### src/rtl/bpu_fetch_queue.sv
// Elastic fetch-packet FIFO from branch predictor to ICache fetch; optional macro BPU_FETCH_QUEUE_BYPASS_EN.
// Latency: 1 cycle push-to-head (0 cycles when empty with bypass enabled); 1 packet/cycle throughput.
// Backpressure: in_ready_o = !full from registered pointers only; flush_i drops everything and wins over push/pop.
module bpu_fetch_queue #(
    parameter int DEPTH  = 8,
    parameter int PRED_W = 128,
    parameter int CNT_W  = $clog2(DEPTH) + 1
) (
    input  logic              clk,
    input  logic              rst_n,
    input  logic              flush_i,
    input  logic              in_valid_i,
    output logic              in_ready_o,
    input  logic [31:0]       in_pc_i,
    input  logic [1:0]        in_mask_i,
    input  logic [PRED_W-1:0] in_pred_i,
    output logic              out_valid_o,
    input  logic              out_ready_i,
    output logic [31:0]       out_pc_o,
    output logic [1:0]        out_mask_o,
    output logic [PRED_W-1:0] out_pred_o,
    output logic [CNT_W-1:0]  count_o
);
    localparam int AW = $clog2(DEPTH);

    logic [31:0]       r_pc_mem   [DEPTH];
    logic [1:0]        r_mask_mem [DEPTH];
    logic [PRED_W-1:0] r_pred_mem [DEPTH];
    logic [AW:0]       r_wr_ptr;
    logic [AW:0]       r_rd_ptr;

    logic              w_empty;
    logic              w_full;
    logic              w_push;
    logic              w_pop;
    logic [AW-1:0]     w_wr_idx;
    logic [AW-1:0]     w_rd_idx;
    logic [AW:0]       w_occ;

    assign w_wr_idx = r_wr_ptr[AW-1:0];
    assign w_rd_idx = r_rd_ptr[AW-1:0];
    assign w_empty  = (r_wr_ptr == r_rd_ptr);
    assign w_full   = (w_wr_idx == w_rd_idx) && (r_wr_ptr[AW] != r_rd_ptr[AW]);
    assign w_occ    = r_wr_ptr - r_rd_ptr;

    assign in_ready_o = !w_full;
    assign count_o    = CNT_W'(w_occ);
    assign w_pop      = !w_empty && out_ready_i && !flush_i;

`ifdef BPU_FETCH_QUEUE_BYPASS_EN
    logic w_byp_take;

    // An empty queue forwards the incoming packet; it is stored only if fetch stalls.
    assign w_byp_take  = w_empty && in_valid_i && out_ready_i && !flush_i;
    assign w_push      = in_valid_i && !w_full && !flush_i && !w_byp_take;
    assign out_valid_o = w_empty ? (in_valid_i && !flush_i) : 1'b1;
    assign out_pc_o    = w_empty ? in_pc_i   : r_pc_mem[w_rd_idx];
    assign out_mask_o  = w_empty ? in_mask_i : r_mask_mem[w_rd_idx];
    assign out_pred_o  = w_empty ? in_pred_i : r_pred_mem[w_rd_idx];
`else
    assign w_push      = in_valid_i && !w_full && !flush_i;
    assign out_valid_o = !w_empty;
    assign out_pc_o    = r_pc_mem[w_rd_idx];
    assign out_mask_o  = r_mask_mem[w_rd_idx];
    assign out_pred_o  = r_pred_mem[w_rd_idx];
`endif

    always_ff @(posedge clk) begin
        if (w_push) begin
            r_pc_mem[w_wr_idx]   <= in_pc_i;
            r_mask_mem[w_wr_idx] <= in_mask_i;
            r_pred_mem[w_wr_idx] <= in_pred_i;
        end
    end

    always_ff @(posedge clk or negedge rst_n) begin
        if (!rst_n) begin
            r_wr_ptr <= '0;
            r_rd_ptr <= '0;
        end else if (flush_i) begin
            r_wr_ptr <= '0;
            r_rd_ptr <= '0;
        end else begin
            if (w_push) r_wr_ptr <= r_wr_ptr + 1'b1;
            if (w_pop)  r_rd_ptr <= r_rd_ptr + 1'b1;
        end
    end
endmodule

### config.mk
export PLATFORM = sky130hd
export DESIGN_NAME = bpu_fetch_queue
export DESIGN_NICKNAME = d
export VERILOG_FILES = /design/src/rtl/bpu_fetch_queue.sv
export SDC_FILE = /design/constraint.sdc
export NUM_CORES = 1
export LEC_CHECK = 0
export ABC_AREA = 1
export CORE_AREA = 2 2 420 422
export CTS_CLUSTER_SIZE = 30
export DETAILED_ROUTE_END_ITERATION = 8
export DIE_AREA = 0 0 422 424
export PLACE_DENSITY = 0.47
export SETUP_SLACK_MARGIN = 0.05
export SLEW_MARGIN = 20
export SYNTH_ARGS = -nofsm -noshare
export SYNTH_HDL_FRONTEND = slang
export SYNTH_SLANG_ARGS = --single-unit
export TNS_END_PERCENT = 50
### constraint.sdc
create_clock -name clk -period 11.41 [get_ports clk]
set_clock_uncertainty 0.15 [all_clocks]
set_input_delay 2.282 -clock clk [delete_from_list [all_inputs] [get_ports clk]]
set_output_delay 2.282 -clock clk [all_outputs]
set_load 0.01 [all_outputs]
# --- Yosys cells after proc, flatten, opt, wreduce, memory -nomap -nowiden ---
# Memories as Yosys holds them, arrays and structs flattened.
# Index checks and enable logic that the tools add are counted.
totals:
  output_inout_bits: 168
  mem_bits_rw: 1296
  mem_count: 3
  ff_bits: 8
mem_list:
  columns: ["memory", "words", "word_bits", "rd", "rd_ports_with_merged_regs", "wr", "line", "text"]
  rows:
  - ["r_pred_mem", 8, 128, 1, 0, 1, "28", "logic [PRED_W-1:0] r_pred_mem [DEPTH];"]
  - ["r_pc_mem", 8, 32, 1, 0, 1, "26", "logic [31:0] r_pc_mem [DEPTH];"]
  - ["r_mask_mem", 8, 2, 1, 0, 1, "27", "logic [1:0] r_mask_mem [DEPTH];"]
op_classes:
  n_reduce_logical: 10
  muxes: 6
  eq_ne: 3
  addsub: 3
op_table:
  columns: ["cell", "n"]
  rows:
  - ["two-way mux 4 bit", 4]
  - ["adder 4 x 1 -> 4 bit (second input constant)", 2]
  - ["logical AND 1 bit", 5]
  - ["equality test 4 bit", 1]
  - ["nonzero test 2 bit", 2]
  - ["subtractor 4 bit", 1]
  - ["equality test 3 bit", 1]
  - ["zero test 1 bit", 3]
  - ["two-way mux 1 bit", 2]
  - ["inequality test 1 bit", 1]

# --- Logic depth before layout (Yosys ltp) ---
logic_depth:
  ltp_word: 7
  depth_mapped: 12

# --- Least setup slack after synthesis ---
# OpenSTA, ideal clock, no wires.
synth_path:
  path_kind: "in2reg"
  start: "in flush_i"
  end: "mem r_mask_mem[2][0], enable pin"
  arrival_time_ns: 9.303
  path_stages: 3
  path_slack_ns: 1.270
  setup_ns: 0.687
  required_ns: 10.573
  path_cell_list: "clkinv_1 nand4_1 nor2_1"
synth_between:
  elab_chain_len: 4
synth_rtl:
  columns: ["item", "line", "text"]
  rows:
  - ["start, declared", "11", "input logic flush_i,"]
  - ["zero test 1 bit", "61", "assign w_push = in_valid_i && !w_full && !flush_i;"]
  - ["logical AND 1 bit", "61", null]
  - ["two-way mux 1 bit", "69", "if (w_push) begin"]
  - ["two-way mux 1 bit (not written as such)", "71", "r_mask_mem[w_wr_idx] <= in_mask_i;"]
  - ["end, declared", "27", null]
# Every way passes these cells.

# --- Worst setup path in the final report ---
layout_path:
  start: "reg r_rd_ptr[0]"
  end: "out out_pred_o[44]"
layout_between:
  elab_chain_len: 1
layout_rtl:
  columns: ["item", "line", "text"]
  rows:
  - ["start, declared", "30", "logic [AW:0] r_rd_ptr;"]
  - ["start signal, assigned", "85", "if (w_pop) r_rd_ptr <= r_rd_ptr + 1'b1;"]
  - ["memory (8 x 128 bit)", null, null]
  - ["end, declared", "21", "output logic [PRED_W-1:0] out_pred_o,"]
# Every way passes these cells.

==> flow_summary.toml <==
[routing]
drt-initial-drc-count = 2202
met2WireLength_mm = 68.5
dr_wl_met3_mm = 5.78
drt-pass1-iter-count = 5
top_layer_used = "met5"
vias_per_cell = 4.54
wire_per_inst_microns = 19.6
drc_errors = 0
wl_mm = 140
vias = 32400
wl_met1_mm = 62.2
drtAntennaViolNets = 0

[logic_synthesis]
syn_avg_cell_area_sq_um = 11.8
yosysWarnings = 0
synth-seq-cells = 1304
syn_nets = 4574
ys_types = 23
syn_inst = 4401
synth-seq-area-share = 0.752
syn_area_sq_um = 52000

[setup_path]
rr_startpoint = "r_rd_ptr[1]$_DFFE_PN0P_"
startpoint = "r_rd_ptr[0]$_DFFE_PN0P_"
worstPathMaxFanout = 90
crit_arrival_ns = 5.32
crit_path_start_kind = "flop"
required_ns = 8.98
endpoint_kind = "output pin"
critical_path_class = "reg2out"

[power_and_ir_drop]
swShare = 0.269
seq_power_share = 0.458
p_comb_frac = 0.157
p_leak_uw = 0.0217
p_int_uw = 8580
switching_power_uw = 3150
power-per-cell-area_nw_per_um2 = 189
finalPower_uw = 11700
ir_drop_uv = 132
clkPwrFrac = 0.384

[place]
portBuffers = 334
dp_hpwl_mm = 68.0
gp_congestion = 0.727

[cts]
cts_resized = 0
tritoncts = "done"
clkSlewWorstSetupHoldPaths_ns = 0.06
cts_buffers = 148
clk_path_buf_depth = 3
cts_post_setup_buffers_inserted = 0
cts_sinks = 1304
cts-root-buf = "clkbuf_16"
hold_buffers = 0
clk_latency_ns = 0.78
htree_levels = 4

[die]
io_pins = 335
dieArea_sq_um = 179000
die_w_microns = 422
core_area_sq_um = 175000
rows = 154
initial_core_util = 0.297
die_h_microns = 424

[sta]
period_needed_ns = 7.75
tightest_slew_ns = 1.05
rsz0062_at_grt = "no"
setup_viol = 0
max_slew_margin = 0.301
drv_slew = 0
fmax_ghz = 0.129
tns_ns = 0
finalHoldViolations = 0
fin_crit_sh = 0.679

[hold_path]
min_path_type = "reg2reg"
holdCritStartpoint = "r_rd_ptr[3]$_DFFE_PN0P_"

[final_layout]
fillCellCount = 17300
area_growth_pct = 19.6
drive_above_1_share = 0.0527
num-nets-final = 4852

[global_route]
grtUsageTotal = 0.154
grt_pass1_wl_mm = 208
antenna_found_initial = 19
grt_pass1_vias = 31700
grt_start_max_net_pins = 245
grt_overflow = 0

[job]
drv_cap = 0

[status]
status = "finished, final reports clean"
## cell usage in the layout (no fill, tap or decap)
cell type	n
clkinvlp_4	1
inv_1	7
diode_2	6
ha_1	5
clkdlybuf4s50_1	334
nor2_1	1300
clkinv_4	3
nor2_4	8
dfrtp_1	5
nand3_1	13
nand2_1	842
buf_4	40
fa_1	1
clkinv_1	32
inv_6	9
buf_16	1
clkinv_16	3
inv_16	2
clkbuf_16	149
dfrtp_4	3
xnor2_1	1
inv_8	3
xor2_1	3
o21ai_0	146
clkinv_8	4
nand4_1	8
clkinv_2	13
bufinv_16	6
buf_12	7
o21ai_1	503
clkbuf_1	47
edfxtp_1	1296
buf_6	1
a21oi_1	1
## synthesized netlist by cell type
cell	instances	area share
inv_1	7	0.00051
ha_1	5	0.0012
buf_2	102	0.0098
dfrtp_1	8	0.0039
nor2_1	1308	0.094
clkbuf_2	8	0.00077
fa_1	1	0.00039
a21oi_1	1	0.000096
inv_4	1	0.00012
inv_2	2	0.00014
buf_4	32	0.0046
xnor2_1	1	0.00017
clkinv_1	1	0.000072
o21ai_1	503	0.048
nand4_1	8	0.00096
clkbuf_1	93	0.0067
nand2_1	842	0.061
nand3_1	13	0.0013
edfxtp_1	1296	0.75
buf_6	7	0.0015
o21ai_0	146	0.014
buf_1	13	0.00094
xor2_1	3	0.00051
## layout make-up
type	instances	area (sq um)	share of cell area
flip-flops and latches	1304	39100	0.630
multi-input cells	2831	11600	0.187
clock buffers	196	3910	0.0628
repair buffers	383	3820	0.0615
well taps	2340	2930	0.0471
clock inverters	72	661	0.0106
inverters	11	72.6	0.00117
diodes	6	15.0	0.000242
## metrics by stage
stage	hold slack, ns	setup WS [ns]	utilization	instance area, sq um	cells
floorplan	0.390	1.27	-	52000	4401
finish	0.461	3.66	0.355	62100	7143
detailed placement	0.437	4.38	0.329	57500	6868
global route	0.495	3.20	0.355	62100	7142
CTS	0.453	3.45	0.355	62100	7136
global placement	0.431	4.40	0.329	57500	6868
## power by group through the flow
stage / logic [uW] / clock network, uW / registers, uW
global placement: 1880 / 0 / 5480
CTS: 1890 / 4660 / 5380
global route: 2070 / 4840 / 5380
finish: 1850 / 4510 / 5380
detailed placement: 1880 / 0 / 5480
floorplan: 1100 / 0 / 5470
## metal layers
metal	global-route usage	vias to the layer above
met1	0.198	15900
met4	0.0495	14
li1	-	15700
met2	0.261	574
met5	0	-
met3	0.0291	216
## worst paths after layout
path	depth (start not counted)	slack, ns	end
max in group asynchronous	1	9.14	r_rd_ptr[1]$_DFFE_PN0P_
min in group asynchronous	1	1.65	r_rd_ptr[3]$_DFFE_PN0P_
min	2	0.46	r_rd_ptr[3]$_DFFE_PN0P_
min reg2reg	2	0.46	r_rd_ptr[3]$_DFFE_PN0P_
max reg2reg	9	6.00	r_pred_mem[1][59]$_DFFE_PP_
max	10	3.66	out_pred_o[44]
## state kept, by name, summed over array words and instances (netlist names)
name	cells
r_mask_mem	16
r_wr_ptr	4
r_pred_mem	1024
r_pc_mem	256
r_rd_ptr	4
## kinds of logic (layout without fill, tap and decap cells)
kind of cell	Yosys count	count (layout)	synth area share
other	0	6	0
adders and majority gates	6	6	0.00159
and+or+nand+nor	2171	2171	0.157
DFF	1304	1304	0.752
xor gates and xnor gates	4	4	0.000674
buffers and inverters	266	662	0.0252
AOI/OAI and AO/OA	650	650	0.0626
## critical path, stage by stage, from the launching register on
cell and delay (ns):
dfrtp_4 0.86, buf_4 0.80, buf_4 0.62, buf_4 0.88, nor2_1 0.12, nor2_1 0.13
o21ai_1 0.08, nand2_1 0.10, nand2_1 0.05, nand2_1 0.20, clkdlybuf4s50_1 0.57
No activity file was read; power rests on OpenSTA's default activity.
